### src/rtl/seg7_scan.sv
// seg7_scan: multiplexed common-anode seven-segment driver with a prescaled
// refresh scan, double-buffered display data and leading-zero blanking.
module seg7_scan #(
  parameter int NDIG = 8,
  parameter int DIV  = 50000
) (
  input  logic              clk,
  input  logic              rst,
  input  logic              enable,
  input  logic              load,
  input  logic [4*NDIG-1:0] value,
  input  logic [NDIG-1:0]   dp,
  input  logic              blank_lz,
  output logic [NDIG-1:0]   digit,
  output logic [7:0]        segment,
  output logic              frame
);

  localparam int IW = (NDIG > 1) ? $clog2(NDIG) : 1;
  localparam int PW = (DIV > 1) ? $clog2(DIV) : 1;
  localparam logic [PW-1:0] PMAX = PW'(DIV - 1);
  localparam logic [IW-1:0] IMAX = IW'(NDIG - 1);

  logic [PW-1:0]     p_q, p_d;
  logic [IW-1:0]     i_q, i_d;
  logic              first_q, first_d;
  logic [4*NDIG-1:0] pendValue_q, pendValue_d;
  logic [NDIG-1:0]   pendDp_q, pendDp_d;
  logic              pendBlank_q, pendBlank_d;
  logic [4*NDIG-1:0] actValue_q, actValue_d;
  logic [NDIG-1:0]   actDp_q, actDp_d;
  logic              actBlank_q, actBlank_d;
  logic [NDIG-1:0]   digit_q, digit_d;
  logic [7:0]        segment_q, segment_d;
  logic              frame_q, frame_d;

  logic [3:0]        curNib;
  logic              curDp;
  logic              curZeroFrom;
  logic              zeroRun;
  logic              blanked;
  logic [7:0]        curSeg;

  function automatic logic [7:0] decodeHex(input logic [3:0] nib);
    logic [7:0] s;
    case (nib)
      4'h0: s = 8'h03;
      4'h1: s = 8'h9F;
      4'h2: s = 8'h25;
      4'h3: s = 8'h0D;
      4'h4: s = 8'h99;
      4'h5: s = 8'h49;
      4'h6: s = 8'h41;
      4'h7: s = 8'h1F;
      4'h8: s = 8'h01;
      4'h9: s = 8'h09;
      4'hA: s = 8'h11;
      4'hB: s = 8'hC1;
      4'hC: s = 8'h63;
      4'hD: s = 8'h85;
      4'hE: s = 8'h61;
      default: s = 8'h71;
    endcase
    return s;
  endfunction

  always_comb begin
    p_d     = p_q;
    i_d     = i_q;
    first_d = first_q;
    if (enable) begin
      first_d = 1'b0;
      if (p_q == PMAX) begin
        p_d = '0;
        i_d = (i_q == IMAX) ? '0 : i_q + IW'(1);
      end else begin
        p_d = p_q + PW'(1);
      end
    end
  end

  // The transfer fires on the edge after the frame pulse (a dead-time clock),
  // so a load landing on that same edge bypasses pending straight into active.
  always_comb begin
    pendValue_d = load ? value : pendValue_q;
    pendDp_d    = load ? dp : pendDp_q;
    pendBlank_d = load ? blank_lz : pendBlank_q;
    actValue_d  = actValue_q;
    actDp_d     = actDp_q;
    actBlank_d  = actBlank_q;
    if (frame_q) begin
      actValue_d = pendValue_d;
      actDp_d    = pendDp_d;
      actBlank_d = pendBlank_d;
    end
  end

  always_comb begin
    curNib      = 4'h0;
    curDp       = 1'b0;
    curZeroFrom = 1'b0;
    zeroRun     = 1'b1;
    for (int k = NDIG - 1; k >= 0; k--) begin
      zeroRun = zeroRun & (actValue_d[4*k +: 4] == 4'h0);
      if (IW'(k) == i_q) begin
        curNib      = actValue_d[4*k +: 4];
        curDp       = actDp_d[k];
        curZeroFrom = zeroRun;
      end
    end
    blanked = actBlank_d && (i_q != '0) && curZeroFrom;
    curSeg  = blanked ? 8'hFF : decodeHex(curNib);
    if (curDp) curSeg[0] = 1'b0;
  end

  // The first clock of each slot is kept dark to stop ghosting between digits.
  always_comb begin
    digit_d   = '1;
    segment_d = 8'hFF;
    frame_d   = 1'b0;
    if (enable) begin
      if (p_q == '0) begin
        frame_d = (i_q == '0) && !first_q;
      end else begin
        for (int k = 0; k < NDIG; k++) digit_d[k] = (IW'(k) != i_q);
        segment_d = curSeg;
      end
    end
  end

  always_ff @(posedge clk or posedge rst) begin
    if (rst) begin
      p_q         <= '0;
      i_q         <= '0;
      first_q     <= 1'b1;
      pendValue_q <= '0;
      pendDp_q    <= '0;
      pendBlank_q <= 1'b0;
      actValue_q  <= '0;
      actDp_q     <= '0;
      actBlank_q  <= 1'b0;
      digit_q     <= '1;
      segment_q   <= 8'hFF;
      frame_q     <= 1'b0;
    end else begin
      p_q         <= p_d;
      i_q         <= i_d;
      first_q     <= first_d;
      pendValue_q <= pendValue_d;
      pendDp_q    <= pendDp_d;
      pendBlank_q <= pendBlank_d;
      actValue_q  <= actValue_d;
      actDp_q     <= actDp_d;
      actBlank_q  <= actBlank_d;
      digit_q     <= digit_d;
      segment_q   <= segment_d;
      frame_q     <= frame_d;
    end
  end

  assign digit   = digit_q;
  assign segment = segment_q;
  assign frame   = frame_q;

endmodule

### config.mk
export PLATFORM = sky130hd
export DESIGN_NAME = seg7_scan
export DESIGN_NICKNAME = d
export VERILOG_FILES = /design/src/rtl/seg7_scan.sv
export SDC_FILE = /design/constraint.sdc
export NUM_CORES = 1
export LEC_CHECK = 0
export BUFFER_PORTS_ARGS = -buffer_cell sky130_fd_sc_hd__buf_2
export CELL_PAD_IN_SITES_DETAIL_PLACEMENT = 1
export CELL_PAD_IN_SITES_GLOBAL_PLACEMENT = 1
export CORE_UTILIZATION = 42
export DETAILED_ROUTE_END_ITERATION = 10
export PLACE_DENSITY_LB_ADDON = 0.1
export SLEW_MARGIN = 10
export SYNTH_ARGS = -nofsm -noshare
export SYNTH_HDL_FRONTEND = slang
export SYNTH_SLANG_ARGS = --single-unit
### constraint.sdc
create_clock -name clk -period 3.5 [get_ports clk]
set_input_delay 0.525 -clock clk [delete_from_list [all_inputs] [get_ports clk]]
set_output_delay 0.525 -clock clk [all_outputs]
set_load 0.02 [all_outputs]
==> results.py, run 1 <==
metrics = {
    "outcome": {
        "outcome": "completed",
    },
    "synthesis": {
        "synthTopCellsByCount": "102 x dfrtp_1, 40 x nor2_1, 36 x inv_1",
        "synth.largest_area_cell": "dfrtp_1",
        "ys_async_sr_fraction_pct": 100.0,
        "synth-edff-count": 0,
        "synth_cell_types": 57,
        "synthesis.nets": 552,
        "synth_top_flop_cell": "dfrtp_1",
        "yosysTopAreaCellShare_pct": 46.16,
        "synth.most_common_cell": "dfrtp_1",
        "avgSynthCellArea_um2": 11.22,
        "synth_area_mm2": 0.005529,
        "synth_cells": 493,
        "yosysWarnings": 0,
        "ys_seq_area_share_pct": 54.24,
        "synth.area.top_cells": "dfrtp_1 46%, dfstp_2 8.1%, mux2_2 6.1%",
        "ys_seq_elements": 119,
    },
    "hold_path": {
        "hold_path.class": "input port to asynchronous set/reset pin",
    },
    "worst_setup_path": {
        "arrival_ns": 3.49,
        "cp.required_ns": 3.82,
        "critPathMaxFanout": 31,
        "start_kind": "flip-flop",
        "end_kind": "flip-flop",
        "crit_type": "flip-flop to flip-flop",
    },
    "clocking": {
        "cts_resized": 0,
        "tritoncts": "done",
        "clkTransAtPathRegs_ns": 0.05,
        "cts_sinks": 119,
        "clk_latency_ns": 0.42,
        "ctsHoldBuffers": 0,
        "clockBufferDepth": 2,
        "post_cts_buffers": 0,
        "cts_buffers": 17,
        "cts-root-buf": "clkbuf_16",
        "cts-htree-levels": 4,
    },
    "die": {
        "coreArea_mm2": 0.01272,
        "die_h_um": 116.7,
        "initial_utilization_pct": 43.46,
        "ios": 62,
        "die_x_um": 116.7,
        "die-area_mm2": 0.01363,
        "fp-row-count": 41,
    },
    "timing": {
        "tightest_slew_ns": 0.9735,
        "fmax_ghz": 0.3157,
        "rsz0062_at_grt": "false",
        "report.final.setup_viol": 0,
        "relSlewSlack_pct": 34.50,
        "period_share_pct": 90.51,
        "maxSlewViolCount": 0,
        "period_needed_ns": 3.168,
        "final_hold_viol_count": 0,
        "finClkSkew_ns": 0.005995,
        "fin_setup_tns_ns": 0,
    },
    "drt": {
        "first_pass_iters": 4,
        "drc": 0,
        "route.antenna.remaining_nets": 0,
        "routed-via-count": 3969,
        "routedWlPerCell_um": 17.88,
        "drt-initial-drc-count": 253,
        "viasPerCell": 5.320,
        "routed_wl_um": 13340,
    },
    "global_routing": {
        "grt_max_degree": 120,
        "grt_remaining_overflow": 0,
        "grt_pass1_vias": 4099,
        "grt_use_total_pct": 21.79,
        "grt_pass1_wl_um": 21890,
        "antenna_found_initial": 0,
    },
    "pwr": {
        "max-vdd-ir-drop_mv": 0.2734,
        "power_density_mw_per_mm2": 525.3,
        "leakage_nw": 3.102,
    },
    "placed_design": {
        "gp_congestion": 0.7648,
        "hpwl_um": 9429,
        "dpl.cell_count": 714,
        "port_buffers": 61,
    },
    "layout": {
        "insertedDiodeCount": 0,
        "final_cells": 746,
        "syn_to_final_growth_pct": 20.19,
        "fin_nets": 620,
        "fill_cells": 1431,
        "drive_gt1_share_pct": 27.70,
    },
    "run": {
        "cap_violations": 0,
    },
}
==> registers in the layout (all words and copies together), names as in the netlist, 3 cells and up <==
signal,count
actDp_q,8
actValue_q,32
digit,8
i_q,3
p_q,16
pendDp_q,8
pendValue_q,32
segment,8
==> per-layer routing <==
layer / track usage [%] / up-vias / wire length [um]
met4: 7.764 / 0 / 202
met1: 28.06 / 1993 / 5976
li1: - / 1874 / -
met5: 0 / - / 0
met2: 35.66 / 84 / 6606
met3: 5.501 / 18 / 552
==> logic make-up (layout without fill, tap and decap cells) <==
logic type / count (synthesis) / after routing / share of synthesized area, %
AOI/OAI and AO/OA: 78 / 78 / 9.686
xor gates and xnor gates: 12 / 12 / 1.901
adders and majority gates: 14 / 14 / 3.168
buffers and inverters: 58 / 139 / 4.367
DFF: 119 / 119 / 54.24
muxes: 65 / 65 / 13.19
and+or+nand+nor: 147 / 147 / 13.44
==> stage by stage <==
| stage | total power [mW] | area, um^2 | utilization (%) | setup slack, ns | hold WS (ns) |
|---|---|---|---|---|---|
| final | 3.490 | 6645 | 52.23 | 0.3322 | 0.2765 |
| after global routing | 3.620 | 6645 | 52.23 | 0.01664 | 0.3417 |
| after CTS | 3.530 | 6645 | 52.23 | 0.2968 | 0.3231 |
| after detailed placement | 1.778 | 6061 | 47.64 | 0.2792 | 0.4698 |
| after global placement | 1.761 | 6061 | 47.64 | 0.3845 | 0.4628 |
| after floorplan | 1.686 | 5533 | - | 0.3953 | 0.4465 |
==> layout by cell type (no fill, tap or decap), types with 9 or more instances in the layout <==
master,count
a211oi_1,9
a21oi_1,16
buf_2,61
clkbuf_16,17
dfrtp_1,101
dfstp_2,17
ha_1,14
inv_1,35
mux2_2,30
mux2i_1,23
nand2_1,32
nand3_1,17
nor2_1,40
nor3_1,9
o21ai_0,13
==> final timing paths <==
path	from	end	slack, ns	cells past startpoint
worst min register to register	pendValue_q[5]	pendValue_q[5]	0.47	2
worst max register to register	frame	segment[4]	0.33	11
min in group clk	value[8]	pendValue_q[8]	0.34	3
max in group asynchronous	rst	p_q[15]	2.72	3
worst max-delay path	frame	segment[4]	0.33	11
worst min-delay path	rst	actValue_q[19]	0.28	3
==> cell type report <==
class	count	area (um^2)	share of cell area (%)
clock buffers	23	457.9	6.891
multi-input cells	316	2288	34.44
clock inverters	9	126.4	1.902
well taps	172	215.2	3.239
flip-flops and latches	119	3000	45.15
inverters	36	138.9	2.090
repair buffers	71	417.9	6.289
==> where the power goes <==
group,switching (mW),leakage [nW],internal [mW]
combinational,0.132,1.41,0.106
sequential,0.0480,1.41,1.46
clock,0.608,0.285,1.13
==> worst max-delay path: stages (launching register included) <==
cell,delay (ns)
dfrtp_2,0.79
buf_12,0.26
nor2_1,0.09
a2111oi_0,0.45
o31ai_1,0.15
o211ai_1,0.34
nand2_1,0.24
ha_1,0.34
inv_1,0.05
mux2i_1,0.12
a22o_1,0.14
nand3_1,0.08
No activity file was read; power rests on OpenSTA's default activity.
==> inputs of run 2 (changes only) <==
Settings changed: MAX_ROUTING_LAYER set to met4, REMOVE_ABC_BUFFERS set to 1, SLEW_MARGIN 10 to unset.
==> results.py, run 2 (synthesized netlist as in run 1, its figures left out) <==
metrics = {
    "clocking": {
        "ctsHoldBuffers": 0,
        "cts_buffers": 17,
        "tritoncts": "done",
        "post_cts_buffers": 0,
        "clk_latency_ns": 0.42,
        "cts_resized": 0,
        "clkTransAtPathRegs_ns": 0.06,
        "clockBufferDepth": 2,
        "cts-root-buf": "clkbuf_16",
        "cts_sinks": 119,
        "cts-htree-levels": 4,
    },
    "timing": {
        "report.final.setup_viol": 0,
        "relSlewSlack_pct": 29.77,
        "maxSlewViolCount": 0,
        "finClkSkew_ns": 0.006442,
        "whs_ns": 0.1808,
        "rsz0062_at_grt": "false",
        "fin_setup_tns_ns": 0,
        "final_hold_viol_count": 0,
        "tightest_slew_ns": 1.044,
        "period_share_pct": 88.02,
        "fmax_ghz": 0.3246,
        "period_needed_ns": 3.081,
    },
    "layout": {
        "fill_cells": 1407,
        "drive_gt1_share_pct": 28.82,
        "finalInstanceArea_mm2": 0.006703,
        "fin_nets": 622,
        "final_cells": 748,
        "largest_registers": "actValue_q: 32 flops, pendValue_q: 32 flops, p_q: 16 flops",
        "fin_util_pct": 52.68,
        "final_common_cell": "dfrtp_1",
        "syn_to_final_growth_pct": 21.23,
        "final_cell_mix": "101 x dfrtp_1, 61 x buf_2, 40 x nor2_1",
        "insertedDiodeCount": 0,
    },
    "global_routing": {
        "grt_pass1_vias": 4304,
        "grt_remaining_overflow": 0,
        "grt_max_degree": 51,
        "grt_pass1_wl_um": 22380,
        "grt_use_total_pct": 22.87,
        "antenna_found_initial": 0,
    },
    "pwr": {
        "p_sw_share_pct": 22.32,
        "intPower_mw": 2.814,
        "max-vdd-ir-drop_mv": 0.2580,
        "seqPwrFrac_pct": 41.7,
        "clockPowerShare_pct": 51.7,
        "power_density_mw_per_mm2": 540.4,
        "leakage_nw": 3.130,
        "power_frac_comb_pct": 6.6,
        "power.switching_mw": 0.8083,
    },
    "drt": {
        "routed_wl_um": 13450,
        "drt-initial-drc-count": 214,
        "routedWlPerCell_um": 17.98,
        "wl_met1_um": 6358,
        "routed-via-count": 3963,
        "first_pass_iters": 4,
        "drc": 0,
        "route.antenna.remaining_nets": 0,
        "wl_met2_um": 6491,
        "top_layer": "met4",
        "wl_met3_um": 389,
        "viasPerCell": 5.298,
    },
    "placed_design": {
        "placed_area_mm2": 0.006062,
        "dpl.cell_count": 716,
        "hpwl_um": 9523,
        "gp_congestion": 0.7981,
        "port_buffers": 61,
    },
    "worst_setup_path": {
        "crit_type": "flip-flop to flip-flop",
        "path_delay_family": "simple AND/OR/NAND/NOR gates",
        "start_kind": "flip-flop",
        "critPathMaxFanout": 34,
        "arrival_ns": 3.43,
        "end_kind": "flip-flop",
        "crit_chain": "mux2_2, or4_1, or4_4, nor3_4, o221ai_2, nand3_1",
        "cpPeakStageDelay_ns": 0.84,
        "cp.required_ns": 3.85,
        "slowest_stage": "dfrtp_2",
        "worst-path-buf-inv": 0,
    },
    "hold_path": {
        "hold_path.class": "input port to asynchronous set/reset pin",
    },
    "die": {
        "die_h_um": 116.7,
        "initial_utilization_pct": 43.46,
        "fp-row-count": 41,
        "die_x_um": 116.7,
        "coreArea_mm2": 0.01272,
        "ios": 62,
        "die-area_mm2": 0.01363,
    },
    "outcome": {
        "outcome": "completed",
    },
    "run": {
        "cap_violations": 0,
    },
}
run 2: final cells by class:
| type | instances | area [um^2] | area share (%) |
|---|---|---|---|
| inverter | 36 | 137.6 | 2.053 |
| timing repair buffer | 73 | 420.4 | 6.272 |
| tap | 172 | 215.2 | 3.211 |
| clock buffer | 20 | 466.7 | 6.963 |
| clock inverter | 12 | 173.9 | 2.595 |
| multi-input combinational | 316 | 2288 | 34.14 |
| sequential | 119 | 3000 | 44.76 |
run 2: worst reg2reg max path: stages, from the launching register on:
cell      delay, ns
dfrtp_2        0.84
mux2_2         0.47
or4_1          0.58
or4_4          0.55
nor3_4         0.23
o221ai_2       0.20
nand3_1        0.15
run 2: layer usage:
metal	vias to the layer above	global-route usage, %
met1	2010	28.78
met3	17	4.774
met4	0	8.608
met5	-	-
li1	1872	-
met2	64	36.33
run 2: path summary, 6_finish.rpt:
| path | start | end | slack (ns) | cells past startpoint |
|---|---|---|---|---|
| worst max-delay path | frame | segment[2] | 0.42 | 6 |
| worst min-delay path | rst | actDp_q[5] | 0.18 | 2 |
| worst max register to register | frame | segment[2] | 0.42 | 6 |
| worst min register to register | pendValue_q[9] | pendValue_q[9] | 0.48 | 1 |
| max in group asynchronous | rst | segment[6] | 2.51 | 3 |
| min in group clk | dp[1] | pendDp_q[1] | 0.34 | 3 |
run 2: power by group through the flow:
stage                     combinational (mW)  sequential [mW]  clock [mW]
after detailed placement               0.244             1.53           0
after CTS                              0.247             1.51        1.90
after global placement                 0.235             1.53           0
after global routing                   0.277             1.52        1.97
final                                  0.241             1.51        1.87
after floorplan                        0.146             1.53           0
run 2: per-stage QoR:
stage	setup WS (ns)	total power [mW]
3_5_place_dp	0.2452	1.777
5_1_grt	0.1768	3.769
6_report	0.4192	3.622
3_3_place_gp	0.3377	1.764
4_1_cts	0.3966	3.657
2_1_floorplan	-0.1543	1.674
==> inputs of run 3 (changes only) <==
==> constraint.sdc (replaced) <==
create_clock -name clk -period 3.5 [get_ports clk]
set_input_delay 0.7 -clock clk [delete_from_list [all_inputs] [get_ports clk]]
set_output_delay 0.7 -clock clk [all_outputs]
set_load 0.02 [all_outputs]
==> results.py, run 3 (synthesized netlist as in run 1, its figures left out) <==
metrics = {
    "outcome": {
        "outcome": "completed",
    },
    "global_routing": {
        "grt_remaining_overflow": 0,
        "grt_use_total_pct": 23.40,
        "antenna_found_initial": 0,
        "grt_pass1_vias": 4285,
        "grt_max_degree": 59,
        "grt_pass1_wl_um": 22750,
    },
    "worst_setup_path": {
        "slowest_stage": "dfrtp_2",
        "rr_startpoint": "frame",
        "end_kind": "flip-flop",
        "cpPeakStageDelay_ns": 0.80,
        "startpoint": "frame",
        "start_kind": "flip-flop",
        "critPathMaxFanout": 31,
        "crit_type": "flip-flop to flip-flop",
        "arrival_ns": 3.39,
        "cp.required_ns": 3.82,
        "path_delay_family": "compound AO/OA/AOI/OAI gates",
        "worst-path-buf-inv": 2,
        "crit_chain": "inv_1, o211ai_1, o31ai_1, o211ai_1, nand2_1, ha_1, inv_1, a21oi_1, mux2i_1, nand3_1",
    },
    "pwr": {
        "leakage_nw": 3.149,
        "max-vdd-ir-drop_mv": 0.4611,
        "power_density_mw_per_mm2": 536.5,
    },
    "clocking": {
        "cts-root-buf": "clkbuf_16",
        "cts_resized": 0,
        "clkTransAtPathRegs_ns": 0.05,
        "cts_buffers": 17,
        "tritoncts": "done",
        "cts-htree-levels": 4,
        "ctsHoldBuffers": 0,
        "post_cts_buffers": 0,
        "clockBufferDepth": 2,
        "cts_sinks": 119,
        "clk_latency_ns": 0.42,
    },
    "layout": {
        "fin_nets": 628,
        "fill_cells": 1395,
        "finalInstanceArea_mm2": 0.006721,
        "final_common_cell": "dfrtp_1",
        "drive_gt1_share_pct": 28.87,
        "insertedDiodeCount": 0,
        "final_cell_mix": "101 x dfrtp_1, 61 x buf_2, 40 x nor2_1",
        "largest_registers": "actValue_q: 32 flops, pendValue_q: 32 flops, p_q: 16 flops",
        "syn_to_final_growth_pct": 21.57,
        "final_cells": 754,
    },
    "placed_design": {
        "dpl.cell_count": 722,
        "port_buffers": 61,
        "placed_area_mm2": 0.006095,
        "hpwl_um": 9635,
        "gp_congestion": 0.8683,
    },
    "timing": {
        "fmax_ghz": 0.3259,
        "final_hold_viol_count": 0,
        "report.final.setup_viol": 0,
        "maxSlewViolCount": 0,
        "rsz0062_at_grt": "false",
        "period_needed_ns": 3.069,
        "finClkSkew_ns": 0.006809,
        "relSlewSlack_pct": 23.10,
        "tightest_slew_ns": 1.143,
        "period_share_pct": 87.67,
    },
    "die": {
        "ios": 62,
        "die-area_mm2": 0.01363,
        "die_x_um": 116.7,
        "coreArea_mm2": 0.01272,
        "die_h_um": 116.7,
        "fp-row-count": 41,
        "initial_utilization_pct": 43.46,
    },
    "drt": {
        "route.antenna.remaining_nets": 0,
        "first_pass_iters": 4,
        "drt-initial-drc-count": 196,
        "viasPerCell": 5.329,
        "routed-via-count": 4018,
        "routed_wl_um": 13700,
        "drc": 0,
        "routedWlPerCell_um": 18.18,
    },
    "run": {
        "cap_violations": 0,
    },
    "hold_path": {
        "hold_path.class": "input port to asynchronous set/reset pin",
    },
}
==> run 3: changes by cell type in the layout (fill, tap and decap cells not counted), sizes merged <==
| cell | delta |
|---|---|
| clkinv | -2 |
| clkinvlp | -2 |
| clkbuf | +4 |
| buf | +6 |
==> run 3: area by class of cell <==
type / count / area, um^2 / share of cell area, %
repair buffers: 79 / 452.9 / 6.739
clock inverters: 8 / 145.1 / 2.159
inverters: 36 / 137.6 / 2.048
multi-input cells: 316 / 2288 / 34.05
well taps: 172 / 215.2 / 3.202
clock buffers: 24 / 481.7 / 7.167
flip-flops and latches: 119 / 3000 / 44.64
==> run 3: path summary, 6_finish.rpt <==
path | endpoint | slack [ns] | cells after the start
setup / recovery | segment[6] | 0.43 | 10
hold / removal | actValue_q[26] | 0.40 | 2
setup reg to reg | segment[6] | 0.43 | 10
hold reg to reg | pendValue_q[25] | 0.48 | 2
max in group asynchronous | segment[2] | 2.26 | 3
min in group clk | pendValue_q[25] | 0.48 | 2
==> run 3: per-layer routing <==
metal / up-vias / share of wire [%] / GRT usage [%] / routed length [um]
met1: 2021 / 47 / 29.87 / 6388
met3: 25 / 3.7 / 5.189 / 501
met4: 0 / 2.1 / 9.283 / 288
li1: 1883 / - / - / -
met2: 89 / 48 / 36.21 / 6525
met5: - / 0 / - / 0
==> run 3: per-stage QoR <==
step	hold slack (ns)	worst slack, ns	power [mW]	TNS, ns	utilization, %
finish	0.4001	0.4314	3.606	0	52.83
global route	0.4585	0.1740	3.749	0	52.83
CTS	0.4208	0.4907	3.649	0	52.83
detailed placement	0.4707	0.1425	1.784	0	47.91
global placement	0.4609	0.1482	1.766	0	47.91
floorplan	0.4465	-0.3293	1.674	-34.16	-
==> run 3: where the power goes <==
| part | internal [mW] | switching [mW] | leakage (nW) | total [mW] |
|---|---|---|---|---|
| Sequential | 1.46 | 0.0494 | 1.41 | 1.51 |
| Clock | 1.24 | 0.602 | 0.300 | 1.85 |
| Combinational | 0.110 | 0.137 | 1.44 | 0.247 |
| Total | 2.82 | 0.788 | 3.15 | 3.61 |
